[config.mk]
export PLATFORM = sky130hd
export DESIGN_NAME = bcd_seq_multi_flat
export DESIGN_NICKNAME = d
export VERILOG_FILES = /design/src/rtl/bcd_pkg.sv /design/src/rtl/bcd_seq_multi_if.sv /design/src/rtl/bcd_dabble_lane.sv /design/src/rtl/bcd_seq_multi.sv /design/src/flat_wrapper.sv
export SDC_FILE = /design/constraint.sdc
export NUM_CORES = 1
export LEC_CHECK = 0
export BUFFER_PORTS_ARGS = -buffer_cell sky130_fd_sc_hd__buf_2
export CORE_MARGIN = 10
export CORE_UTILIZATION = 57
export DETAILED_ROUTE_END_ITERATION = 8
export PLACE_DENSITY_LB_ADDON = 0.05
export SYNTH_ARGS = -nofsm -noshare
export SYNTH_HDL_FRONTEND = slang
export SYNTH_SLANG_ARGS = --single-unit
[constraint.sdc]
create_clock -name clk -period 2.32 [get_ports clk]
set_input_delay 0 -clock clk [delete_from_list [all_inputs] [get_ports clk]]
set_output_delay 0 -clock clk [all_outputs]
set_load 0.01 [all_outputs]
[src/rtl/bcd_pkg.sv]
// Shared types and digit helpers for the sequential multi-channel BCD converter.
// Imported by the handshake top and by every dabble lane.
package bcd_pkg;

    typedef enum logic [0:0] {
        IDLE  = 1'b0,
        SHIFT = 1'b1
    } state_t;

    localparam int BCD_W = 4;

    function automatic logic [BCD_W-1:0] add3_adjust(input logic [BCD_W-1:0] digit);
        return (digit >= 4'd5) ? digit + 4'd3 : digit;
    endfunction

    function automatic logic [BCD_W-1:0] sat_digit();
        return 4'd9;
    endfunction

endpackage

[src/rtl/bcd_seq_multi_if.sv]
// Request/result bundle between a host and bcd_seq_multi.
// The host drives start/bin_in; the converter returns handshake and BCD results.
interface bcd_seq_multi_if #(
    parameter int IN_W  = 14,
    parameter int N_DIG = 4,
    parameter int N_CH  = 4
);

    logic                      start;
    logic [N_CH*IN_W-1:0]      bin_in;
    logic                      busy;
    logic                      done;
    logic [N_CH*N_DIG*4-1:0]   bcd_out;
    logic [N_CH*N_DIG-1:0]     lz_mask;
    logic [N_CH-1:0]           overflow;

    modport master (
        output start,
        output bin_in,
        input  busy,
        input  done,
        input  bcd_out,
        input  lz_mask,
        input  overflow
    );

    modport slave (
        input  start,
        input  bin_in,
        output busy,
        output done,
        output bcd_out,
        output lz_mask,
        output overflow
    );

endinterface

[src/rtl/bcd_dabble_lane.sv]
// One channel of the double-dabble engine: binary shifter, BCD scratch, sticky
// overflow, and the result registers that only change on commit or reset.
module bcd_dabble_lane
    import bcd_pkg::*;
#(
    parameter int IN_W  = 14,
    parameter int N_DIG = 4
) (
    input  logic                     clk,
    input  logic                     rst_n,
    input  logic                     load_i,
    input  logic                     shift_i,
    input  logic                     commit_i,
    input  logic [IN_W-1:0]          bin_i,
    output logic [N_DIG*BCD_W-1:0]   bcd_o,
    output logic [N_DIG-1:0]         lz_o,
    output logic                     ovf_o
);

    localparam int SW = N_DIG * BCD_W;
    localparam logic [N_DIG-1:0] LZ_RST = ~N_DIG'(1);

    logic [IN_W-1:0]  bin_q,     bin_d;
    logic [SW-1:0]    scratch_q, scratch_d;
    logic             sticky_q,  sticky_d;
    logic [SW-1:0]    adj;
    logic [SW-1:0]    final_bcd;
    logic [N_DIG-1:0] final_lz;
    logic [SW-1:0]    bcd_q;
    logic [N_DIG-1:0] lz_q;
    logic             ovf_q;

    genvar gi;
    generate
        for (gi = 0; gi < N_DIG; gi++) begin : g_adj
            assign adj[gi*BCD_W +: BCD_W] = add3_adjust(scratch_q[gi*BCD_W +: BCD_W]);
        end
    endgenerate

    // A 1 leaving the top adjusted digit means the prefix no longer fits N_DIG digits.
    always_comb begin
        bin_d     = bin_q;
        scratch_d = scratch_q;
        sticky_d  = sticky_q;
        if (load_i) begin
            bin_d     = bin_i;
            scratch_d = '0;
            sticky_d  = 1'b0;
        end else if (shift_i) begin
            bin_d     = bin_q << 1;
            scratch_d = {adj[SW-2:0], bin_q[IN_W-1]};
            sticky_d  = sticky_q | adj[SW-1];
        end
    end

    assign final_bcd = sticky_d ? {N_DIG{sat_digit()}} : scratch_d;

    generate
        for (gi = 0; gi < N_DIG; gi++) begin : g_lz
            if (gi == 0) begin : g_ones
                assign final_lz[gi] = 1'b0;
            end else begin : g_upper
                assign final_lz[gi] = (final_bcd[SW-1:gi*BCD_W] == '0);
            end
        end
    endgenerate

    always_ff @(posedge clk) begin
        if (!rst_n) begin
            bin_q     <= '0;
            scratch_q <= '0;
            sticky_q  <= 1'b0;
            bcd_q     <= '0;
            lz_q      <= LZ_RST;
            ovf_q     <= 1'b0;
        end else begin
            bin_q     <= bin_d;
            scratch_q <= scratch_d;
            sticky_q  <= sticky_d;
            if (commit_i) begin
                bcd_q <= final_bcd;
                lz_q  <= final_lz;
                ovf_q <= sticky_d;
            end
        end
    end

    assign bcd_o = bcd_q;
    assign lz_o  = lz_q;
    assign ovf_o = ovf_q;

endmodule

[src/rtl/bcd_seq_multi.sv]
// Multi-channel binary-to-BCD converter, one input bit per clock on all lanes.
// Holds the start/busy/done handshake, the bit counter and the lane array.
module bcd_seq_multi
    import bcd_pkg::*;
#(
    parameter int IN_W  = 14,
    parameter int N_DIG = 4,
    parameter int N_CH  = 4
) (
    input  logic              clk,
    input  logic              rst_n,
    bcd_seq_multi_if.slave    bus
);

    localparam int CNT_W = $clog2(IN_W + 1);
    localparam logic [CNT_W-1:0] LAST = CNT_W'(IN_W - 1);
    localparam int LW = N_DIG * BCD_W;

    state_t           state_q, state_d;
    logic [CNT_W-1:0] cnt_q,   cnt_d;
    logic             done_q,  done_d;
    logic             load, shift, commit;

    always_ff @(posedge clk) begin
        if (!rst_n) begin
            state_q <= IDLE;
            cnt_q   <= '0;
            done_q  <= 1'b0;
        end else begin
            state_q <= state_d;
            cnt_q   <= cnt_d;
            done_q  <= done_d;
        end
    end

    // The final shift and the result commit happen on the same edge.
    always_comb begin
        state_d = state_q;
        cnt_d   = cnt_q;
        done_d  = 1'b0;
        load    = 1'b0;
        shift   = 1'b0;
        commit  = 1'b0;
        case (state_q)
            IDLE: begin
                if (bus.start) begin
                    load    = 1'b1;
                    cnt_d   = '0;
                    state_d = SHIFT;
                end
            end
            SHIFT: begin
                shift = 1'b1;
                cnt_d = cnt_q + CNT_W'(1);
                if (cnt_q == LAST) begin
                    commit  = 1'b1;
                    done_d  = 1'b1;
                    state_d = IDLE;
                end
            end
            default: state_d = IDLE;
        endcase
    end

    assign bus.busy = (state_q == SHIFT);
    assign bus.done = done_q;

    genvar gi;
    generate
        for (gi = 0; gi < N_CH; gi++) begin : g_lane
            bcd_dabble_lane #(
                .IN_W  (IN_W),
                .N_DIG (N_DIG)
            ) u_lane (
                .clk      (clk),
                .rst_n    (rst_n),
                .load_i   (load),
                .shift_i  (shift),
                .commit_i (commit),
                .bin_i    (bus.bin_in[gi*IN_W +: IN_W]),
                .bcd_o    (bus.bcd_out[gi*LW +: LW]),
                .lz_o     (bus.lz_mask[gi*N_DIG +: N_DIG]),
                .ovf_o    (bus.overflow[gi])
            );
        end
    endgenerate

endmodule
[src/flat_wrapper.sv]
// flat-port wrapper written by rule: the top's interface ports become plain ports
module bcd_seq_multi_flat import bcd_pkg::*;
#(
    parameter int IN_W  = 14,
    parameter int N_DIG = 4,
    parameter int N_CH  = 4
)
  (clk, rst_n, bus_start, bus_bin_in, bus_busy, bus_done, bus_bcd_out, bus_lz_mask, bus_overflow);
  bcd_seq_multi_if #(.IN_W(IN_W), .N_DIG(N_DIG), .N_CH(N_CH)) bus_i ();
  input  logic clk;
  input  logic rst_n;
  input wire logic [$bits(bus_i.start)-1:0] bus_start;
  input wire logic [$bits(bus_i.bin_in)-1:0] bus_bin_in;
  output wire logic [$bits(bus_i.busy)-1:0] bus_busy;
  output wire logic [$bits(bus_i.done)-1:0] bus_done;
  output wire logic [$bits(bus_i.bcd_out)-1:0] bus_bcd_out;
  output wire logic [$bits(bus_i.lz_mask)-1:0] bus_lz_mask;
  output wire logic [$bits(bus_i.overflow)-1:0] bus_overflow;
  assign bus_i.start = bus_start;
  assign bus_i.bin_in = bus_bin_in;
  assign bus_busy = bus_i.busy;
  assign bus_done = bus_i.done;
  assign bus_bcd_out = bus_i.bcd_out;
  assign bus_lz_mask = bus_i.lz_mask;
  assign bus_overflow = bus_i.overflow;
  bcd_seq_multi #(.IN_W(IN_W), .N_DIG(N_DIG), .N_CH(N_CH)) u_core (.clk(clk), .rst_n(rst_n), .bus(bus_i));
endmodule
-- After elaboration in Yosys (flattened, before gate mapping)
Index checks and enable logic that the tools add are counted.
- register bits: 210
- input port bits: 59
- output and inout bits: 86
- word-level logic and storage cells: 133
- add/subtract/negate cells: 17
- magnitude comparators: 16
- equal/unequal tests: 2
- multiplexer cells: 53
- bitwise logic cells: 5
- reduce and logical (&&, ||, !) cells: 13
- operators with widths (kind ; number):
    $mux 16 ; 12
    $mux 14 ; 8
    $mux 4 ; 17
    $add 4x2->4 const B ; 16
    $ge 4x3->1 const B ; 16
    $logic_not 12->1 ; 4
    $logic_not 8->1 ; 4
    $logic_not 4->1 ; 4
    $mux 1 ; 14
    $pmux 4 s2 ; 1
    $add 4x1->4 const B ; 1
    $eq 4x4->1 const B ; 1
    $or 1x1->1 ; 4
    $ne 2x2->1 const B ; 1
    $pmux 1 s2 ; 1
    $reduce_bool 2->1 ; 1
    $not 1->1 ; 1

-- Logic depth before layout (Yosys ltp)
- depth in word-level cells: 7
- depth in mapped cells: 9
- depth with buffers taken out: 8

-- Hierarchy
A second synthesis with hierarchy kept.
- cells, all modules: 1249
- area total of the unflattened synthesis: 11141.9 µm²
- by module, submodules not included (module ; times used ; cells an instance ; area an instance (µm²)):
    bcd_dabble_lane ; 4 ; 305 ; 2708.8
    bcd_seq_multi ; 1 ; 29 ; 306.5

-- Worst setup path before layout
Ideal clock, no wire load.
- path kind: flip-flop to flip-flop
- start: reg u_core.g_lane[0].u_lane.scratch_q[13]
- end: reg u_core.g_lane[0].u_lane.lz_q[1]
- arrival time: 1847 ps
- data required time: 2219 ps
- slack: 372 ps
- stages on the path, launching flop included: 9
- cell sequence: dfxtp_1 > inv_1 > ha_1 > nand2b_1 > a21oi_1 > nand3_1 > a2111oi_4 > nand4b_1 > o41ai_1
- longest elaborated chain between the ends: 7
- ends and longest elaborated chain (element ; RTL line ; text):
    start: declaration ; bcd_dabble_lane.sv:24 ; logic [SW-1:0] scratch_q, scratch_d;
    start signal: assignment ; bcd_dabble_lane.sv:78 ; scratch_q <= scratch_d;
    $add 4x2->4 / $ge 4x3->1 (equally long branches) ; bcd_pkg.sv:13 ; return (digit >= 4'd5) ? digit + 4'd3 : digit;
    $mux 4 ; bcd_pkg.sv:13 ;
    $or 1x1->1 ; bcd_dabble_lane.sv:52 ; sticky_d = sticky_q | adj[SW-1];
    $mux 1 ; bcd_dabble_lane.sv:49 ; end else if (shift_i) begin
    $mux 1 ; bcd_dabble_lane.sv:45 ; if (load_i) begin
    $mux 16 * ; bcd_dabble_lane.sv:56 ; assign final_bcd = sticky_d ? {N_DIG{sat_digit()}} : scratch_d;
    $logic_not 12->1 * ; bcd_dabble_lane.sv:63 ; assign final_lz[gi] = (final_bcd[SW-1:gi*BCD_W] == '0);
    end signal: assignment ; bcd_dabble_lane.sv:82 ; lz_q <= final_lz;
    end: declaration ; bcd_dabble_lane.sv:30 ; logic [N_DIG-1:0] lz_q;
Mark *: on every way between the ends. The rest lies on a longest branch, timed or not.
A chain may end at the register's enable or synchronous reset.

-- Final worst setup path
- start: reg u_core.g_lane[2].u_lane.scratch_q[8]
- end: reg u_core.g_lane[2].u_lane.lz_q[1]
- longest elaborated chain between the ends: 6
- ends and longest elaborated chain (element ; RTL line):
    start: declaration ; bcd_dabble_lane.sv:24
    start signal: assignment ; bcd_dabble_lane.sv:78
    $add 4x2->4 / $ge 4x3->1 (equally long branches) ; bcd_pkg.sv:13
    $mux 4 ; bcd_pkg.sv:13
    $mux 16 * ; bcd_dabble_lane.sv:49
    $mux 16 * ; bcd_dabble_lane.sv:45
    $mux 16 * ; bcd_dabble_lane.sv:56
    $logic_not 12->1 * ; bcd_dabble_lane.sv:63
    end signal: assignment ; bcd_dabble_lane.sv:82
    end: declaration ; bcd_dabble_lane.sv:30
Marked as above.

==> results.yml <==
outcome:
  status: "finished, final reports clean"
die:
  floorplan.core_area_um2: 17200
  die_area_um2: 23100
  placement_rows: 48
  die_w_um: 152
  die_h_um: 152
  pin_count: 145
  initial_utilization_pct: 57.8
finish:
  post_layout_nonfiller_instances: 1627
  layout_commonest_cell: "sky130_fd_sc_hd__dfxtp_1"
  finalNetCount: 1483
  layout_cell_share_with_drive_strength_beyond_1_pct: 16.3
  area_growth_syn_to_layout_pct: 21.6
  postLayoutCoreUtil_pct: 70.3
  layout.cells.most_common_list: "sky130_fd_sc_hd__dfxtp_1 (209), sky130_fd_sc_hd__nor2_1 (196), sky130_fd_sc_hd__a21oi_1 (146)"
place:
  port_buffers: 140
  post-place-ws_ps: 121
  gp_routability_congestion: 0.865
  placed_cells: 1533
  dp_hpwl_um: 18000
clock_network:
  clkTransAtPathRegs_ps: 60
  cts_buffer_depth: 3
  cts_tree: "done"
  cts.sinks: 210
  clock_insertion_delay_worst_skew_ps: 500
  cts_made_buffers: 23
  cts_setup_buffers: 0
  clk_tree_root_cell: "sky130_fd_sc_hd__clkbuf_16"
  cts_htree_levels: 1
setup_path:
  critical_path.startpoint_type: "flop"
  critPathRequiredTime_ps: 2740
  maximum_fanout_count_along_the_critical_path: 6
  worstReg2RegStart: "u_core.g_lane[2].u_lane.scratch_q[8]"
  ordered_list_of_cells_on_the_worst_path: "inv_1, ha_1, nand2b_1, nor3b_1, a2111o_1, a211oi_2, nand4_1, o31ai_2"
  critical_path.startpoint: "u_core.g_lane[2].u_lane.scratch_q[8]"
  r2r_worst_path_depth: 8
  r2r_endpoint: "u_core.g_lane[2].u_lane.lz_o[1]"
  setup.worst_path.end_class: "flop"
  worstPathArrival_ps: 2580
  delay_of_the_slowest_cell_on_the_worst_path_ps: 400
  timing.critical_path.slowest_stage_cell: "sky130_fd_sc_hd__a2111o_1"
  r2r_setup_slack_ps: 160
  critPathKind: "flop to flop"
hold_path:
  hold_path_startpoint: "rst_n"
  worst_hold_check_path_type: "primary input to flop"
  min_delay_worst_endpoint: "u_core.g_lane[3].u_lane.lz_o[3]"
  hold-path-cell-count: 3
power_and_ir_drop:
  p_seq_share_pct: 48.6
  clkPwrFrac_pct: 43.4
  internal_power_mw: 5.86
  cellLeakagePower_nw: 5.12
  net_switching_power_of_the_design_mw: 1.79
  switching_share_pct: 23.4
  combinationalPowerShare_pct: 8.0
  worst_ir_drop_vdd_uv: 470
  power_density_nw_per_um2: 634
detailed_routing:
  wl_per_cell_um: 16.6
  ant_nets: 0
  drt_iter0_markers: 650
  drc_errors: 0
  drtPass1Iterations: 5
  viasPerCell: 5.66
  drt-total-wl_um: 27000
  dr_total_vias: 9206
sta:
  setup_tns_ps: 0
  worst_clock_skew_ps: 13.8
  min_period_over_period_pct: 93.2
  hold_ws_ps: 25.6
  setup_ws_ps: 157
  setup_viol: 0
  worst_pin_slew_ps: 695
  fmax_mhz: 462
  rsz0062_at_grt: "false"
  timing.final.hold_violations: 0
  final_period_minus_worst_setup_slack_ps: 2160
  worst_slew_margin_rel_pct: 53.7
  final_max_slew_viol_count: 0
grt:
  grtUsageTotal_pct: 22.0
  initial_antenna_violation_count: 1
  grt_start_max_net_pins: 78
  gr-total-overflow: 0
  wire_length_of_the_first_global_routing_pass_um: 44200
  first_global_vias: 8692
synth:
  synth-edff-count: 0
  synth_top_flop_cell: "sky130_fd_sc_hd__dfxtp_1"
  post_synth.cell_area_avg_um2: 8.19
  syn_inst: 1213
  yosys_warnings: 0
  post-synth-top-area-cell: "sky130_fd_sc_hd__dfxtp_1"
  yosys_register_bits: 210
  synth_sequential_area_ratio_pct: 42.3
  netlist-cell-type-count: 68
  postSynth.asyncResetShare_pct: 0
  synthTopCellsByArea: "sky130_fd_sc_hd__dfxtp_1 (42%), sky130_fd_sc_hd__nor2_1 (7.4%), sky130_fd_sc_hd__a21oi_1 (7.4%)"
  netlist_area_um2: 9930
  post-synth-top-area-fraction_pct: 42.3
job:
  maxCapViolCount: 0
==> sequential cells by signal, summed over array words and instances (netlist names) <==
signal / cells
u_core.g_lane.u_lane.sticky_q: 4
u_core.bus.done: 1
u_core.g_lane.u_lane.ovf_o: 4
u_core.g_lane.u_lane.bcd_o: 64
u_core.bus.busy: 1
u_core.g_lane.u_lane.lz_o: 12
u_core.g_lane.u_lane.scratch_q: 64
u_core.cnt_q: 4
u_core.g_lane.u_lane.bin_q: 56
==> worst max-delay path by stage <==
stage / endpoint / slack, ps
final: u_core.g_lane[2].u_lane.lz_o[1] / 160
after global routing: u_core.g_lane[3].u_lane.lz_o[1] / 5
after CTS: u_core.g_lane[0].u_lane.ovf_o / 100
after detailed placement: u_core.g_lane[0].u_lane.ovf_o / 120
after global placement: u_core.g_lane[3].u_lane.ovf_o / 130
after floorplan: u_core.g_lane[0].u_lane.lz_o[1] / 370
==> worst max-delay path, delay by kind of cell (launching register included) <==
kind | cells | cell delay, ps
compound gates | 3 | 940
flops | 1 | 370
simple gates | 3 | 450
fa+ha+maj | 1 | 240
buf+inv | 1 | 80
==> synth_stat cells (11+ instances only) <==
| library cell | instances |
|---|---|
| sky130_fd_sc_hd__buf_2 | 21 |
| sky130_fd_sc_hd__a211oi_1 | 11 |
| sky130_fd_sc_hd__clkbuf_1 | 38 |
| sky130_fd_sc_hd__xnor2_1 | 15 |
| sky130_fd_sc_hd__buf_4 | 15 |
| sky130_fd_sc_hd__ha_1 | 34 |
| sky130_fd_sc_hd__and3_1 | 16 |
| sky130_fd_sc_hd__mux2i_1 | 64 |
| sky130_fd_sc_hd__nand3_1 | 17 |
| sky130_fd_sc_hd__dfxtp_1 | 210 |
| sky130_fd_sc_hd__nand2_1 | 89 |
| sky130_fd_sc_hd__inv_1 | 46 |
| sky130_fd_sc_hd__a21oi_1 | 147 |
| sky130_fd_sc_hd__o21ai_0 | 80 |
| sky130_fd_sc_hd__nor3_1 | 31 |
| sky130_fd_sc_hd__nand2b_1 | 22 |
| sky130_fd_sc_hd__nor3b_1 | 13 |
| sky130_fd_sc_hd__nor2_1 | 197 |
| sky130_fd_sc_hd__a31oi_1 | 31 |
==> per-stage QoR <==
| stage | cell area (um2) | power (mW) |
|---|---|---|
| 5_1_grt | 12100 | 7.93 |
| 3_5_place_dp | 10800 | 4.32 |
| 2_1_floorplan | 9940 | 4.16 |
| 3_3_place_gp | 10800 | 4.31 |
| 4_1_cts | 12100 | 7.69 |
| 6_report | 12100 | 7.65 |
==> repair_timing <==
action,CTS,global route
endpoints found under the hold margin,58,0
hold buffers,57,0
resized for setup,0,3
setup endpoints to repair,0,4
==> routing by layer <==
layer,vias up,GRT usage [%],part of all wire [%]
met1,4337,28.0,43
met5,-,0,0
met2,275,36.8,48
li1,4556,-,-
met3,38,5.00,7.2
met4,0,5.41,1.6
==> power groups by stage <==
stage | Combinational [mW] | Sequential [mW] | Clock [mW]
after floorplan | 0.382 | 3.78 | 0
after global placement | 0.521 | 3.79 | 0
after detailed placement | 0.525 | 3.79 | 0
after CTS | 0.601 | 3.72 | 3.38
after global routing | 0.677 | 3.72 | 3.53
final | 0.614 | 3.72 | 3.32
==> area by class of cell <==
cell class | instances | area (um2)
multi-input cells | 876 | 5180
fillers | 1416 | 5100
flip-flops and latches | 210 | 4210
repair buffers | 233 | 1560
clock buffers | 34 | 657
well taps | 225 | 282
inverters | 46 | 175
clock inverters | 2 | 10.0
diodes | 1 | 2.50
==> kinds of logic after synthesis <==
| family | after synthesis | synth area share [%] |
|---|---|---|
| mux | 64 | 6.45 |
| compound gates | 336 | 20.2 |
| simple gates | 421 | 19.4 |
| xor+xnor | 17 | 1.50 |
| other cells | 1 | 0.0378 |
| fa+ha+maj | 34 | 4.28 |
| buf+inv | 130 | 5.76 |
| flops | 210 | 42.3 |
(Power assumes the default switching activity.)
